File: src/rtl/act_pipe_sequencer.sv
// Streams a run of accumulator entries through the activation pipeline into the UB.
// Credit-limited issue keeps the output FIFO from overflowing; loss values are summed with saturation.
module act_pipe_sequencer #(
   parameter int unsigned ACC_ADDR_W = 8,
   parameter int unsigned UB_ADDR_W  = 10,
   parameter int unsigned LEN_W      = 9,
   parameter int unsigned FIFO_DEPTH = 8
) (
   input  logic                  clk,
   input  logic                  rst_n,
   input  logic                  start,
   input  logic [LEN_W-1:0]      cfg_len,
   input  logic [ACC_ADDR_W-1:0] cfg_acc_base,
   input  logic [UB_ADDR_W-1:0]  cfg_ub_base,
   output logic                  busy,
   output logic                  done,
   output logic                  acc_rd_en,
   output logic [ACC_ADDR_W-1:0] acc_rd_addr,
   input  logic [31:0]           acc_rd_data,
   output logic                  pipe_valid_in,
   output logic [31:0]           pipe_acc_in,
   input  logic                  pipe_valid_out,
   input  logic [7:0]            pipe_data,
   input  logic                  pipe_loss_valid,
   input  logic [31:0]           pipe_loss,
   output logic                  ub_wr_valid,
   input  logic                  ub_wr_ready,
   output logic [UB_ADDR_W-1:0]  ub_wr_addr,
   output logic [7:0]            ub_wr_data,
   output logic [31:0]           loss_sum
);

   localparam int unsigned PTR_W = $clog2(FIFO_DEPTH);
   localparam int unsigned CNT_W = PTR_W + 1;

   typedef enum logic [1:0] {S_IDLE, S_RUN, S_DRAIN, S_DONE} state_t;

   state_t                state;
   logic [LEN_W-1:0]      len;
   logic [LEN_W-1:0]      issued;
   logic [LEN_W-1:0]      written;
   logic [LEN_W-1:0]      iss_nxt;
   logic [LEN_W-1:0]      wr_nxt;
   logic [ACC_ADDR_W-1:0] acc_base;
   logic [CNT_W-1:0]      outstanding;
   logic [CNT_W-1:0]      out_nxt;
   logic [CNT_W-1:0]      fifo_cnt;
   logic [PTR_W-1:0]      wr_ptr;
   logic [PTR_W-1:0]      rd_ptr;
   logic [7:0]            fifo_mem [FIFO_DEPTH];
   logic                  accept;
   logic                  push;
   logic                  fifo_full;
   logic [32:0]           loss_acc;

   assign ub_wr_valid = (fifo_cnt != '0);
   assign accept      = ub_wr_valid & ub_wr_ready;
   assign fifo_full   = (fifo_cnt == CNT_W'(FIFO_DEPTH));
   assign push        = pipe_valid_out & (~fifo_full | accept);
   assign ub_wr_data  = ub_wr_valid ? fifo_mem[rd_ptr] : 8'h00;
   assign pipe_acc_in = pipe_valid_in ? acc_rd_data : 32'h0;
   assign iss_nxt     = issued + LEN_W'(acc_rd_en);
   assign wr_nxt      = written + LEN_W'(accept);
   assign out_nxt     = outstanding + CNT_W'(acc_rd_en) - CNT_W'(accept);
   assign loss_acc    = {loss_sum[31], loss_sum} + {pipe_loss[31], pipe_loss};

   // Run control, credit counter, address generation and loss accumulation
   always_ff @(posedge clk or negedge rst_n) begin
      if (!rst_n) begin
         state         <= S_IDLE;
         len           <= '0;
         acc_base      <= '0;
         issued        <= '0;
         written       <= '0;
         outstanding   <= '0;
         busy          <= 1'b0;
         done          <= 1'b0;
         acc_rd_en     <= 1'b0;
         acc_rd_addr   <= '0;
         pipe_valid_in <= 1'b0;
         ub_wr_addr    <= '0;
         loss_sum      <= '0;
      end else begin
         acc_rd_en     <= 1'b0;
         done          <= 1'b0;
         pipe_valid_in <= acc_rd_en;
         issued        <= iss_nxt;
         written       <= wr_nxt;
         outstanding   <= out_nxt;
         if (accept) ub_wr_addr <= ub_wr_addr + UB_ADDR_W'(1);
         if (pipe_loss_valid) begin
            if (loss_acc[32] != loss_acc[31])
               loss_sum <= loss_acc[32] ? 32'h8000_0000 : 32'h7FFF_FFFF;
            else
               loss_sum <= loss_acc[31:0];
         end
         case (state)
            S_IDLE: begin
               if (start) begin
                  len        <= cfg_len;
                  acc_base   <= cfg_acc_base;
                  ub_wr_addr <= cfg_ub_base;
                  issued     <= '0;
                  written    <= '0;
                  loss_sum   <= '0;
                  busy       <= 1'b1;
                  if (cfg_len == '0) begin
                     state <= S_DONE;
                     done  <= 1'b1;
                  end else begin
                     state       <= S_RUN;
                     acc_rd_en   <= 1'b1;
                     acc_rd_addr <= cfg_acc_base;
                  end
               end
            end
            S_RUN: begin
               if (iss_nxt == len) begin
                  state <= S_DRAIN;
               end else if (out_nxt < CNT_W'(FIFO_DEPTH)) begin
                  acc_rd_en   <= 1'b1;
                  acc_rd_addr <= acc_base + ACC_ADDR_W'(iss_nxt);
               end
            end
            S_DRAIN: begin
               if (wr_nxt == len) begin
                  state <= S_DONE;
                  done  <= 1'b1;
               end
            end
            S_DONE: begin
               busy  <= 1'b0;
               state <= S_IDLE;
            end
            default: state <= S_IDLE;
         endcase
      end
   end

   // Output FIFO pointers; push and pop may coincide at any occupancy
   always_ff @(posedge clk or negedge rst_n) begin
      if (!rst_n) begin
         wr_ptr   <= '0;
         rd_ptr   <= '0;
         fifo_cnt <= '0;
      end else begin
         if (push)   wr_ptr <= wr_ptr + PTR_W'(1);
         if (accept) rd_ptr <= rd_ptr + PTR_W'(1);
         fifo_cnt <= fifo_cnt + CNT_W'(push) - CNT_W'(accept);
      end
   end

   always_ff @(posedge clk) begin
      if (push) fifo_mem[wr_ptr] <= pipe_data;
   end

   // A result arriving into a full FIFO means credit accounting is broken
   assert property (@(posedge clk) disable iff (!rst_n)
                    !(pipe_valid_out && fifo_full && !accept));

endmodule

File: config.mk
export PLATFORM = sky130hd
export DESIGN_NAME = act_pipe_sequencer
export DESIGN_NICKNAME = d
export VERILOG_FILES = /design/src/rtl/act_pipe_sequencer.sv
export SDC_FILE = /design/constraint.sdc
export NUM_CORES = 1
export LEC_CHECK = 0
export CORE_UTILIZATION = 50
export CTS_CLUSTER_SIZE = 20
export DETAILED_ROUTE_END_ITERATION = 10
export PLACE_DENSITY = 0.76
export SLEW_MARGIN = 20
export SYNTH_ARGS = -nofsm -noshare
export SYNTH_HDL_FRONTEND = slang
export SYNTH_SLANG_ARGS = --single-unit
File: constraint.sdc
create_clock -name clk -period 8.45 [get_ports clk]
set_input_delay 1.69 -clock clk [delete_from_list [all_inputs] [get_ports clk]]
set_output_delay 1.69 -clock clk [all_outputs]
set_load 0.005 [all_outputs]
Word level (Yosys, flattened, before mapping):

Memories as Yosys holds them, arrays and structs flattened.
Cells that the tools add are included.

* output and inout port bits: 95
* logic and storage cells: 92
* register bits: 105
* RAM bits: 64
* bits of input ports: 105
* memories: 1

Memory list
* fifo_mem: depth 8, bits a word 8, read ports 1, clocked after memory_dff 0, write ports 1, RTL line 50 `logic [7:0] fifo_mem [FIFO_DEPTH];`

* magnitude comparators: 1
* equality and inequality tests: 13
* bitwise gates (word level): 4
* mux-type cells: 37
* $add $sub $neg: 11
* reduce and logical (&&, ||, !) cells: 9

Operator list (count)
* 2-to-1 mux 32 bit: 6
* 2-to-1 mux 8 bit: 5
* 2-to-1 mux 9 bit: 4
* adder 32 x 32 -> 33 bit: 1
* 2-to-1 mux 10 bit: 3
* adder 9 x 1 -> 9 bit: 2
* == test 9 bit: 2
* case mux 8 bit (2 select lines): 1
* != test 2 bit, second input constant: 6
* adder 10 x 1 -> 10 bit, second input constant: 1
* 2-to-1 mux 1 bit: 10
* zero test 9 bit: 1
* adder 4 x 1 -> 4 bit: 2
* adder 8 bit: 1
* 2-to-1 mux 2 bit: 4
* case mux 2 bit (4 select lines): 1
* subtractor 4 x 1 -> 4 bit: 2
* adder 3 x 1 -> 3 bit, second input constant: 2
* case mux 1 bit (2 select lines): 3
* AND reduction 5 bit: 1
* == test 2 bit, second input constant: 2
* == test 4 bit, second input constant: 1
* < comparator 4 bit, second input constant: 1
* AND reduction 2 bit: 2
* 9 further kinds: 11

Depth between registers and ports, before layout:

* depth after elaboration: 7
* depth in mapped cells: 17

Least setup slack after synthesis:

No wires, ideal clock.

* path type: input-to-reg
* start: input port pipe_loss[0]
* end: register loss_sum[14]
* slack: 4.180 ns
* arrival time: 4.114 ns
* path buffers: 1
* stages on the path: 11
* cell sequence: ha_1 fa_1 a21o_1 a221o_1 a21oi_4 nor4b_1 a211o_1 mux2_2 o21ai_1 buf_4 a311oi_1

* cells in the longest elaborated chain, start to end: 6
* elaborated cells on any way between the ends: 7

RTL lines
* start, declared: RTL line 25 `input logic [31:0] pipe_loss,`
* adder 32 x 32 -> 33 bit (*): RTL line 65 `assign loss_acc = {loss_sum[31], loss_sum} + {pipe_loss[31], pipe_loss};`
* 2-to-1 mux 32 bit / != test 1 bit (equally long branches): RTL line 93, 92
* 2-to-1 mux 32 bit (*): RTL line 92 `if (loss_acc[32] != loss_acc[31])`
* 2-to-1 mux 32 bit (*): RTL line 91 `if (pipe_loss_valid) begin`
* 2-to-1 mux 32 bit: RTL line 99 `if (start) begin`
* 2-to-1 mux 32 bit (*): RTL line 97 `case (state)`
* end signal, assigned: RTL line 93 `loss_sum <= loss_acc[32] ? 32'h8000_0000 : 32'h7FFF_FFFF;`
* end signal, assigned: RTL line 95 `loss_sum <= loss_acc[31:0];`
* end, declared: RTL line 30 `output logic [31:0] loss_sum`

Mark *: on every way between the ends. The rest lies on a longest branch, timed or not.
A chain may end at the register's enable or synchronous reset.

Worst setup path after layout:

* start: input port pipe_loss[0]
* end: register loss_sum[9]

Same word-level chain as after synthesis.

==> results.md <==
* Hold WC Path Type: flop to flop
* CP cell instances: clkdlybuf4s50_1, ha_1, fa_1, a21o_1, a221o_1, a21oi_4, nor4b_1, a211o_1, nand2_1, or2_1, a311oi_1
* Final ANT Viol Nets at 0
* HPWL after DPL at roughly 18 mm
* Initial antenna violation count at 1
* Std-Cell Core Area at ~20000 um2
* Fmax at 198 MHz
* Die height at 143 um
* CP Depth at 11
* Drt drc at 0
* Total gr overflow at 0
* Delay-heaviest family, CP: compound AO/OA/AOI/OAI gates
* MaxCap Viol Count at 0
* Crit path time final at ~5000 ps
* Place WS at 2620 ps
* Crit end category: flop
* Largest net degree at the start of global routing at 72
* CTS tree: built
* Syn-to-layout area delta at 27.8%
* R2r worst-path depth at 10
* Fin util at 65.4%
* I/O pins at 200
* RR Startpoint: loss_sum[0]$_DFF_PN0_
* Met1 Use GR at around 34%
* GRT Total Usage at between 20 and 25%
* Setup Buffers After CTS at 0
* Die W at 143 um
* Final setup violation count at 0
* Critical path origin: pipe_loss[0]
* First-pass GRT wire length at ~39 mm
* Period utilisation layout at around three fifths
* Synth warn at 0
* CTS max path bufs at 2
* H-tree depth at 4
* Top post-synthesis cells by count: 112 x nand2_1, 105 x dfrtp_1, 75 x nor2_1
* Flops & latches, synth at 169
* Synth area leaders: dfrtp_1 26%, edfxtp_1 19%, ha_1 7.5%
* Post-Synthesis Net Count at 1115
* Setup_tns at 0 ps
* CP endpoint: loss_sum[9]$_DFF_PN0_
* Syn Inst Count at ~950
* Pleak at 5.18 nW
* Starting density of the core at ~50%
* PortBufs at ~200
* Top cell type's share of synthesized area at a little over a quarter
* Post-Syn Area per Cell at roughly 11 um2
* Die Area at about 21000 um2
* Capturing point of the worst reg2reg path: loss_sum[9]$_DFF_PN0_
* Hold-fix buffer count after cts at 0
* Worst Path Max Fanout at 14
* Cell with the most instances after synthesis: nand2_1
* Async set-reset flop share out of synthesis at 62.1%
* Biggest area consumer among synthesized cells: dfrtp_1
* CP max stage delay at about 640 ps
* GRT met3 Usage at under 10%
* Worst path bufs/invs at 1
* RD Place Congestion at between 0.9 and 1
* CP arrival at 5300 ps
* Wire per inst at between 15 and 20 um
* Critical-path top delay cell: or2_1
* Vias at slightly below 8000
* RSZ-0062 raised after global routing: no
* Peak supply drop at approximately 0.19 mV
* Detailed Routing Iterations Pass 1 at 5
* Power per cell area at ~370 nW/um2
* Worst setup margin at 3400 ps
* CTS Root Cell: clkbuf_16
* Cell variety after synth at 69
* Crit Path Category: primary input to flop
* Skew final at between 10 and 15 ps
* Post-route design area at 12800 um2
* Top_reg_cell synth: dfrtp_1
* Met2 Usage GRT at roughly two fifths
* EDFF count, synth at 64
* Clk Latency, worst-skew pair at 430 ps
* Post-CTS resize count at 0
* Vias per cell at 5.47
* CTS buffer count at 17
* Vias in the first global route at between 7000 and 8000
* Final Max Tran Viols at 0
* Area of the mapped netlist at between 9000 and 10000 um2
* Reg2Reg Setup Slack at 4710 ps
* Worst slew pin tran at around 1000 ps
* Slew HR at around 33%
* Placed cell areas at around 12000 um2
* Initial DRC count at 461
* Layout Nets at 1295
* Outcome: complete, no violations
* Post-synthesis sequential area ratio at a little under half
* Routed WL at 24.1 mm
* Cell Rows at between 50 and 60
* Most used routing layer in global routing: met2
* Critical path startpoint category: primary input
* Total clock sinks at approximately 170
* Clock-pin slew on the worst setup and hold paths at 70 ps
* Final Hold Fails at 0
* WHS at just under 500 ps
* Worst Path Required at between 8000 and 9000 ps
* Share of layout cells above drive strength 1 at under 10%
-- layer usage --
layer	share of wire (%)	vias up
met3	4.2	32
met4	1.8	0
met1	46	3696
met2	48	202
li1	-	3760
met5	0	-
-- cells by family after synthesis --
kind of cell,Yosys count,share of synthesized area (%)
AO/OA/AOI/OAI,180,12.7
XOR/XNOR,83,7.56
adder cells (fa/ha/maj),76,9.52
buffers and inverters,78,3.12
flip-flops,169,45.6
multiplexers,44,6.63
AND/OR/NAND/NOR,316,14.9
-- worst reg2reg max path: stages, from the launching register on --
cell,delay (ps)
dfrtp_1,430
ha_1,270
fa_1,420
a21o_1,200
a221o_1,360
a21oi_4,270
nor4b_1,110
a211o_1,290
nand2_1,360
or2_1,640
a311oi_1,220
-- flip-flops by register name, summed over array words and instances (netlist names) --
signal / flops
acc_base: 8
acc_rd_addr: 8
acc_rd_en: 1
busy: 1
done: 1
fifo_cnt: 4
fifo_mem: 64
issued: 9
len: 9
loss_sum: 32
outstanding: 4
pipe_valid_in: 1
rd_ptr: 3
state: 2
ub_wr_addr: 10
wr_ptr: 3
written: 9
-- final cells by class --
cell class | instances | area, um2
repair buffers | 204 | 2020
fillers | 1582 | 6760
flip-flops and latches | 169 | 4550
clock inverters | 15 | 176
well taps | 265 | 332
diodes | 1 | 2.50
clock buffers | 17 | 425
inverters | 35 | 131
multi-input cells | 699 | 5120
-- report_power, final --
part / internal (W) / switching (W)
Sequential: 0.00113 / 0.000282
Clock: 0.000424 / 0.000369
Combinational: 0.00129 / 0.00122
Total: 0.00285 / 0.00187
-- worst min-delay path by stage --
stage                                    endpoint                    start  depth (start not counted)  slack [ps]
after global placement    acc_base[0]$_DFFE_PN0P_  acc_base[0]$_DFFE_PN0P_                          2         470
after global routing      acc_base[0]$_DFFE_PN0P_  acc_base[0]$_DFFE_PN0P_                          2         510
after CTS                 acc_base[0]$_DFFE_PN0P_  acc_base[0]$_DFFE_PN0P_                          2         490
after floorplan           pipe_valid_in$_DFF_PN0_      acc_rd_en$_DFF_PN0_                          0         430
after detailed placement  acc_base[0]$_DFFE_PN0P_  acc_base[0]$_DFFE_PN0P_                          2         470
final                     acc_base[0]$_DFFE_PN0P_  acc_base[0]$_DFFE_PN0P_                          2         490
-- cells in the final DEF (no fill, tap or decap), types with 5 or more instances in the layout --
cell | synthesis | final
and4_1 | 5 | 5
mux2_2 | 17 | 17
xnor2_1 | 52 | 52
a21o_1 | 15 | 15
o211ai_1 | 6 | 6
nor2_1 | 75 | 75
nand2_1 | 112 | 112
nand3_1 | 21 | 21
ha_1 | 60 | 60
maj3_1 | 12 | 12
o21ai_0 | 41 | 41
xor2_1 | 29 | 29
inv_1 | 35 | 35
clkbuf_16 | 0 | 17
edfxtp_1 | 64 | 64
nand4_1 | 14 | 14
mux4_2 | 16 | 16
nand2b_1 | 8 | 8
o221a_2 | 5 | 5
o21a_1 | 6 | 6
nor2b_1 | 5 | 5
nor3_1 | 15 | 15
buf_4 | 1 | 6
and2_1 | 43 | 42
mux2i_1 | 11 | 11
a21oi_1 | 46 | 46
a311oi_2 | 7 | 7
a211oi_1 | 7 | 7
a311oi_1 | 6 | 6
dfrtp_1 | 105 | 104
clkdlybuf4s50_1 | 0 | 197
and3_1 | 8 | 8
-- metrics by stage --
| stage | std cells | power, W |
|---|---|---|
| CTS | 1404 | 0.00474 |
| global placement | 1372 | 0.00388 |
| finish | 1405 | 0.00472 |
| floorplan | 946 | 0.00306 |
| global route | 1404 | 0.00508 |
| detailed placement | 1372 | 0.00392 |
Note: power is estimated with default switching activity, not from simulation.
